===== src/rtl/spad_fifo_ctrl.sv =====
// FIFO controller for one single-port scratchpad (one access per cycle,
// read data returned the cycle after the read enable).
// The input stream is written to the spad at a wrapping write pointer. Words are read back in
// order into a one-entry output register that drives the output stream.
//
// Ports:
//   clk_i, rst_ni             clock, synchronous active-low reset
//   data_i/valid_i/ready_o    input stream
//   data_o/valid_o/ready_i    output stream (data_o is the output register)
//   spad_re_o, spad_we_o      spad strobes, never high together
//   spad_addr_o               spad address (write pointer on write, else read pointer)
//   spad_wdata_o              spad write data, equal to data_i
//   spad_rdata_i              spad read data, valid the cycle after spad_re_o
//   count_o                   words held: in spad + in flight + in output register
//   full_o, empty_o           spad full, nothing held at all
module spad_fifo_ctrl #(
  parameter int unsigned DATA_WIDTH = 8,
  parameter int unsigned ADDR_WIDTH = 4
) (
  input  logic                  clk_i,
  input  logic                  rst_ni,
  input  logic [DATA_WIDTH-1:0] data_i,
  input  logic                  valid_i,
  output logic                  ready_o,
  output logic [DATA_WIDTH-1:0] data_o,
  output logic                  valid_o,
  input  logic                  ready_i,
  output logic                  spad_re_o,
  output logic                  spad_we_o,
  output logic [ADDR_WIDTH-1:0] spad_addr_o,
  output logic [DATA_WIDTH-1:0] spad_wdata_o,
  input  logic [DATA_WIDTH-1:0] spad_rdata_i,
  output logic [ADDR_WIDTH:0]   count_o,
  output logic                  full_o,
  output logic                  empty_o
);

  localparam int unsigned DEPTH = 2 ** ADDR_WIDTH;
  localparam int unsigned CW    = ADDR_WIDTH + 1;
  localparam logic [CW-1:0] DepthC = CW'(DEPTH);

  logic [ADDR_WIDTH-1:0] wr_ptr_q, wr_ptr_d;
  logic [ADDR_WIDTH-1:0] rd_ptr_q, rd_ptr_d;
  logic [CW-1:0]         mem_cnt_q, mem_cnt_d;
  logic                  rd_pend_q, rd_pend_d;
  logic                  out_valid_q, out_valid_d;
  logic [DATA_WIDTH-1:0] out_data_q, out_data_d;
  logic                  prio_q, prio_d;

  logic pop, not_full, rd_elig, wr_gnt, rd_gnt, contested;

  always_comb begin
    pop       = out_valid_q & ready_i;
    not_full  = mem_cnt_q < DepthC;
    // A read may issue only if its data can land in a free (or freeing) output register.
    rd_elig   = (mem_cnt_q != '0) & ~rd_pend_q & (~out_valid_q | pop);
    contested = valid_i & not_full & rd_elig;
    // Under read priority the write is held off whenever a read is eligible.
    ready_o   = rst_ni & not_full & ~(rd_elig & prio_q);
    wr_gnt    = valid_i & ready_o;
    rd_gnt    = rst_ni & rd_elig & ~wr_gnt;
  end

  always_comb begin
    spad_we_o    = wr_gnt;
    spad_re_o    = rd_gnt;
    spad_addr_o  = wr_gnt ? wr_ptr_q : rd_ptr_q;
    spad_wdata_o = data_i;
    data_o       = out_data_q;
    valid_o      = out_valid_q;
    count_o      = mem_cnt_q + CW'(rd_pend_q) + CW'(out_valid_q);
    full_o       = (mem_cnt_q == DepthC);
    empty_o      = (count_o == '0);
  end

  always_comb begin
    wr_ptr_d    = wr_ptr_q;
    rd_ptr_d    = rd_ptr_q;
    mem_cnt_d   = mem_cnt_q;
    rd_pend_d   = 1'b0;
    out_valid_d = out_valid_q;
    out_data_d  = out_data_q;
    prio_d      = prio_q;

    if (wr_gnt) begin
      wr_ptr_d  = wr_ptr_q + ADDR_WIDTH'(1);
      mem_cnt_d = mem_cnt_q + CW'(1);
    end else if (rd_gnt) begin
      rd_ptr_d  = rd_ptr_q + ADDR_WIDTH'(1);
      mem_cnt_d = mem_cnt_q - CW'(1);
      rd_pend_d = 1'b1;
    end

    if (rd_pend_q) begin
      out_data_d  = spad_rdata_i;
      out_valid_d = 1'b1;
    end else if (pop) begin
      out_valid_d = 1'b0;
    end

    if (contested) begin
      prio_d = ~prio_q;
    end
  end

  // Reset drops any in-flight read, so the following spad_rdata_i is never captured.
  always_ff @(posedge clk_i) begin
    if (!rst_ni) begin
      wr_ptr_q    <= '0;
      rd_ptr_q    <= '0;
      mem_cnt_q   <= '0;
      rd_pend_q   <= 1'b0;
      out_valid_q <= 1'b0;
      out_data_q  <= '0;
      prio_q      <= 1'b0;
    end else begin
      wr_ptr_q    <= wr_ptr_d;
      rd_ptr_q    <= rd_ptr_d;
      mem_cnt_q   <= mem_cnt_d;
      rd_pend_q   <= rd_pend_d;
      out_valid_q <= out_valid_d;
      out_data_q  <= out_data_d;
      prio_q      <= prio_d;
    end
  end

endmodule

===== config.mk =====
export PLATFORM = sky130hd
export DESIGN_NAME = spad_fifo_ctrl
export DESIGN_NICKNAME = d
export VERILOG_FILES = /design/src/rtl/spad_fifo_ctrl.sv
export SDC_FILE = /design/constraint.sdc
export NUM_CORES = 1
export LEC_CHECK = 0
export ABC_AREA = 1
export ABC_CLOCK_PERIOD_IN_PS = 3300
export CORE_AREA = 2 2 58 60
export CTS_CLUSTER_DIAMETER = 30
export DETAILED_ROUTE_END_ITERATION = 10
export DIE_AREA = 0 0 60 62
export GPL_TIMING_DRIVEN = 0
export HOLD_SLACK_MARGIN = 0.06
export PLACE_DENSITY = 0.78
export SLEW_MARGIN = 10
export SYNTH_ARGS = -nofsm -noshare
export SYNTH_HDL_FRONTEND = slang
export SYNTH_SLANG_ARGS = --single-unit

===== constraint.sdc =====
create_clock -name clk_i -period 3.3 [get_ports clk_i]
set_input_delay 0.66 -clock clk_i [delete_from_list [all_inputs] [get_ports clk_i]]
set_output_delay 0.66 -clock clk_i [all_outputs]
set_load 0.005 [all_outputs]

==> summary.txt <==
Synth
  • Mean Syn Cell Area: about 7.5 um2
  • Post-synthesis sequential area ratio: 35.46%
  • Synth Cell Area: between 1000 and 1500 um2
  • Synthesis-stage register bit count: 24
  • YS warnings: 0
  • Netlist cell types: 26
  • Post-synth EDFFs: 0
  • Main flop type after synthesis: dfxtp_1
  • Mapped Cells: between 150 and 200
  • Mapped Nets: 208
  • Share of flip-flops with an asynchronous set or reset: 0%

Drt
  • Via-to-Cell Ratio: about 4.6
  • 1st-iter DRT viols: 16
  • DR vias: 1260
  • Routed WL per cell: approximately 10 um
  • Routed wire length: ~2.8 mm
  • Remaining antenna violation count: 0
  • DR pass1 iterations: 4
  • Drt drc: 0

Clock network
  • TritonCTS Buffers: 3
  • Clk buf depth: 2
  • Root Driver: clkbuf_4
  • H-Tree Depth: 1
  • CTS sink cnt: 24
  • Setup bufs post-CTS: 0
  • Worst skew pair latency: about 0.32 ns
  • Clock-pin slew of the registers on the worst-case setup and hold paths: approximately 0.14 ns
  • CTS tree: done

STA
  • Final hold vios: 0
  • Skew final: between 0.01 and 0.015 ns
  • Setup slack after layout: roughly 0.15 ns
  • Slew margin rel.: around three quarters
  • Unrepaired setup endpoints after global routing: false
  • Final count of pins violating max slew: 0
  • Slew @ Worst Pin: ~0.4 ns
  • Setup_tns: 0 ns
  • Fin crit period: roughly 3.1 ns
  • Setup violators final: 0
  • Tcrit/Tclk final: 95.44%
  • Fmax: 317.5 MHz

Pwr
  • Total power divided by cell area: approximately 800 nW/um2
  • Leak Pwr: roughly 0.84 nW
  • Sequential share of power: between 30% and 40%
  • Clk network pwr share: between 10% and 20%
  • P_sw: approximately 0.00059 W
  • Power Internal: between 0.0009 and 0.001 W
  • Comb power frac: between 50% and 60%
  • Maximum vdd drop: around 0.43 mV
  • Sw Ratio: between 30% and 40%

Floorplan
  • Die area: between 3000 and 4000 um2
  • Io pins: ~50
  • Initial Utilization: between 40% and 50%
  • # rows: 21
  • Die width: approximately 60 um
  • Total core area: 3179 um2
  • Chip Height: about 62 um

Setup path
  • Crit path launch: ready_i
  • Largest stage delay on the critical path: ~0.52 ns
  • Worst setup EP type: output port
  • Worst r2r src: mem_cnt_q[1]$_SDFFE_PN0P_
  • Slowest CP cell: clkdlybuf4s50_1
  • Worst-path cell chain: clkdlybuf4s50_1, inv_1, a21oi_4, nand3_2, nand3_2, buf_6, buf_6, nand2_1, o21ai_0, clkdlybuf4s50_1
  • Crit start category: input port
  • WP data arrival: approximately 2.5 ns
  • Type of the worst setup path: in2out
  • Worst path buffer plus inverter count: 5
  • Top delay family on crit path: buffers and inverters
  • WP data required: 2.64 ns
  • Top fanout value on the critical path: 12

Placed design
  • DP Wirelength: roughly 2.2 mm
  • IO buf count: 42
  • GP Congestion: between 0.8 and 0.9
  • Pre-CTS setup slack: between 0.02 and 0.025 ns

GRT
  • Number of global-route vias before repair: roughly 1100
  • Grt met2 use: 26.71%
  • GRT Residual Overflow: 0
  • Total track usage: around 17%
  • GR met1 Demand/Resource: 23.06%
  • Pin count of the biggest net entering global routing: 14
  • GRT busiest layer: met2
  • Met3 usage in global routing: 3.934%
  • Initial antenna violation count: 0
  • Global-route wire length before repair: between 4 and 5 mm

Finish
  • Nets: around 260
  • Antenna fix cells: 0
  • Share of layout cells above drive strength 1: around an eighth
  • Area delta synth->final: 38.78%
  • Final Core Density: 59.15%

Run status
  • Status: finished, final reports clean

Min path
  • Hold Crit Start: wr_ptr_q[3]$_SDFFE_PN0P_
  • Tightest Hold Check Type: reg2reg

Flow run
  • Maxcap violations: 0
==> worst paths after layout <==
check | end | slack (ns) | cells past startpoint
max reg2reg | mem_cnt_q[3]$_SDFFE_PN0P_ | 1.18 | 12
max | spad_addr_o[3] | 0.15 | 10
min | wr_ptr_q[3]$_SDFFE_PN0P_ | 0.49 | 2
min reg2reg | wr_ptr_q[3]$_SDFFE_PN0P_ | 0.49 | 2
==> through the flow <==
stage          total power (W)  cells  cell area, um2  hold WS [ns]
6_report              0.001508    272            1881        0.4869
3_3_place_gp          0.001349    268            1833        0.4519
4_1_cts               0.001527    272            1874        0.4955
5_1_grt               0.001674    272            1881        0.5152
2_1_floorplan        0.0009839    180            1355        0.4435
3_5_place_dp          0.001362    268            1833        0.4763
==> Yosys cell counts, types with 2 or more instances <==
cell	number	area share, %
xnor2_1	3	1.9
o21ai_0	19	7.0
fa_1	2	3.0
nand3_2	3	2.2
clkbuf_1	2	0.55
a21oi_1	7	2.6
dfxtp_1	24	35
xor2_1	5	3.2
nor2_1	33	9.1
buf_6	3	2.5
inv_1	23	6.4
nand3_1	9	3.3
ha_1	6	5.5
nor2_2	2	0.92
nand2_1	21	5.8
buf_4	8	4.4
==> worst min-delay path: cells and delay by family (launching register included) <==
kind / cells / cell delay (ns)
and+or+nand+nor: 1 / 0.06
DFF: 1 / 0.34
AOI/OAI and AO/OA: 1 / 0.06
==> sequential cells by signal (all words and copies together), names as in the netlist <==
signal,cells
prio_q,1
rd_pend_q,1
rd_ptr_q,4
mem_cnt_q,5
wr_ptr_q,4
valid_o,1
data_o,8
==> logic make-up after synthesis <==
family                     count (synthesis)  synth area share [%]
AOI/OAI and AO/OA                         30                 12.56
xor gates and xnor gates                   8                 5.171
adders and majority gates                  8                 8.495
buffers and inverters                     37                 14.13
DFF                                       24                 35.46
and+or+nand+nor                           73                 24.19
==> routing by layer <==
layer,wire [um],vias up
met2,1314,30
li1,-,660
met1,1276,568
met5,0,-
met4,15,0
met3,183,2
==> cells in the final DEF (no fill, tap or decap), types with 2 or more instances in the layout <==
cell type / instances
nor2_2: 3
nand3_2: 3
buf_4: 8
nand2_1: 21
ha_1: 6
o21ai_0: 19
a21oi_1: 7
clkdlybuf4s50_1: 41
nor2_1: 32
clkbuf_4: 3
xor2_1: 5
buf_6: 3
nand3_1: 9
dfxtp_1: 24
inv_1: 22
fa_1: 2
xnor2_1: 3
==> final cells by class <==
| class | count | area, um2 |
|---|---|---|
| Buffer | 13 | 102.6 |
| Clock buffer | 4 | 36.28 |
| Tap cell | 46 | 57.56 |
| Multi-Input combinational cell | 119 | 685.7 |
| Sequential cell | 24 | 480.5 |
| Inverter | 24 | 95.09 |
| Fill cell | 300 | 1299 |
| Timing Repair Buffer | 42 | 422.9 |
==> power by group through the flow <==
stage	clock network, W	registers (W)	logic, W
2_1_floorplan	0	0.000468	0.000516
3_3_place_gp	0	0.000479	0.000870
3_5_place_dp	0	0.000481	0.000880
4_1_cts	0.000160	0.000475	0.000892
5_1_grt	0.000174	0.000492	0.00101
6_report	0.000157	0.000475	0.000876
==> timing repair <==
| action | 4_1_cts | 5_1_grt |
|---|---|---|
| hold buffers | 0 | 0 |
| endpoints found under the hold margin | 0 | 0 |
| setup endpoints to repair | 1 | 5 |
| resized for setup | 2 | 5 |
Power figures use the tool's default switching activity.
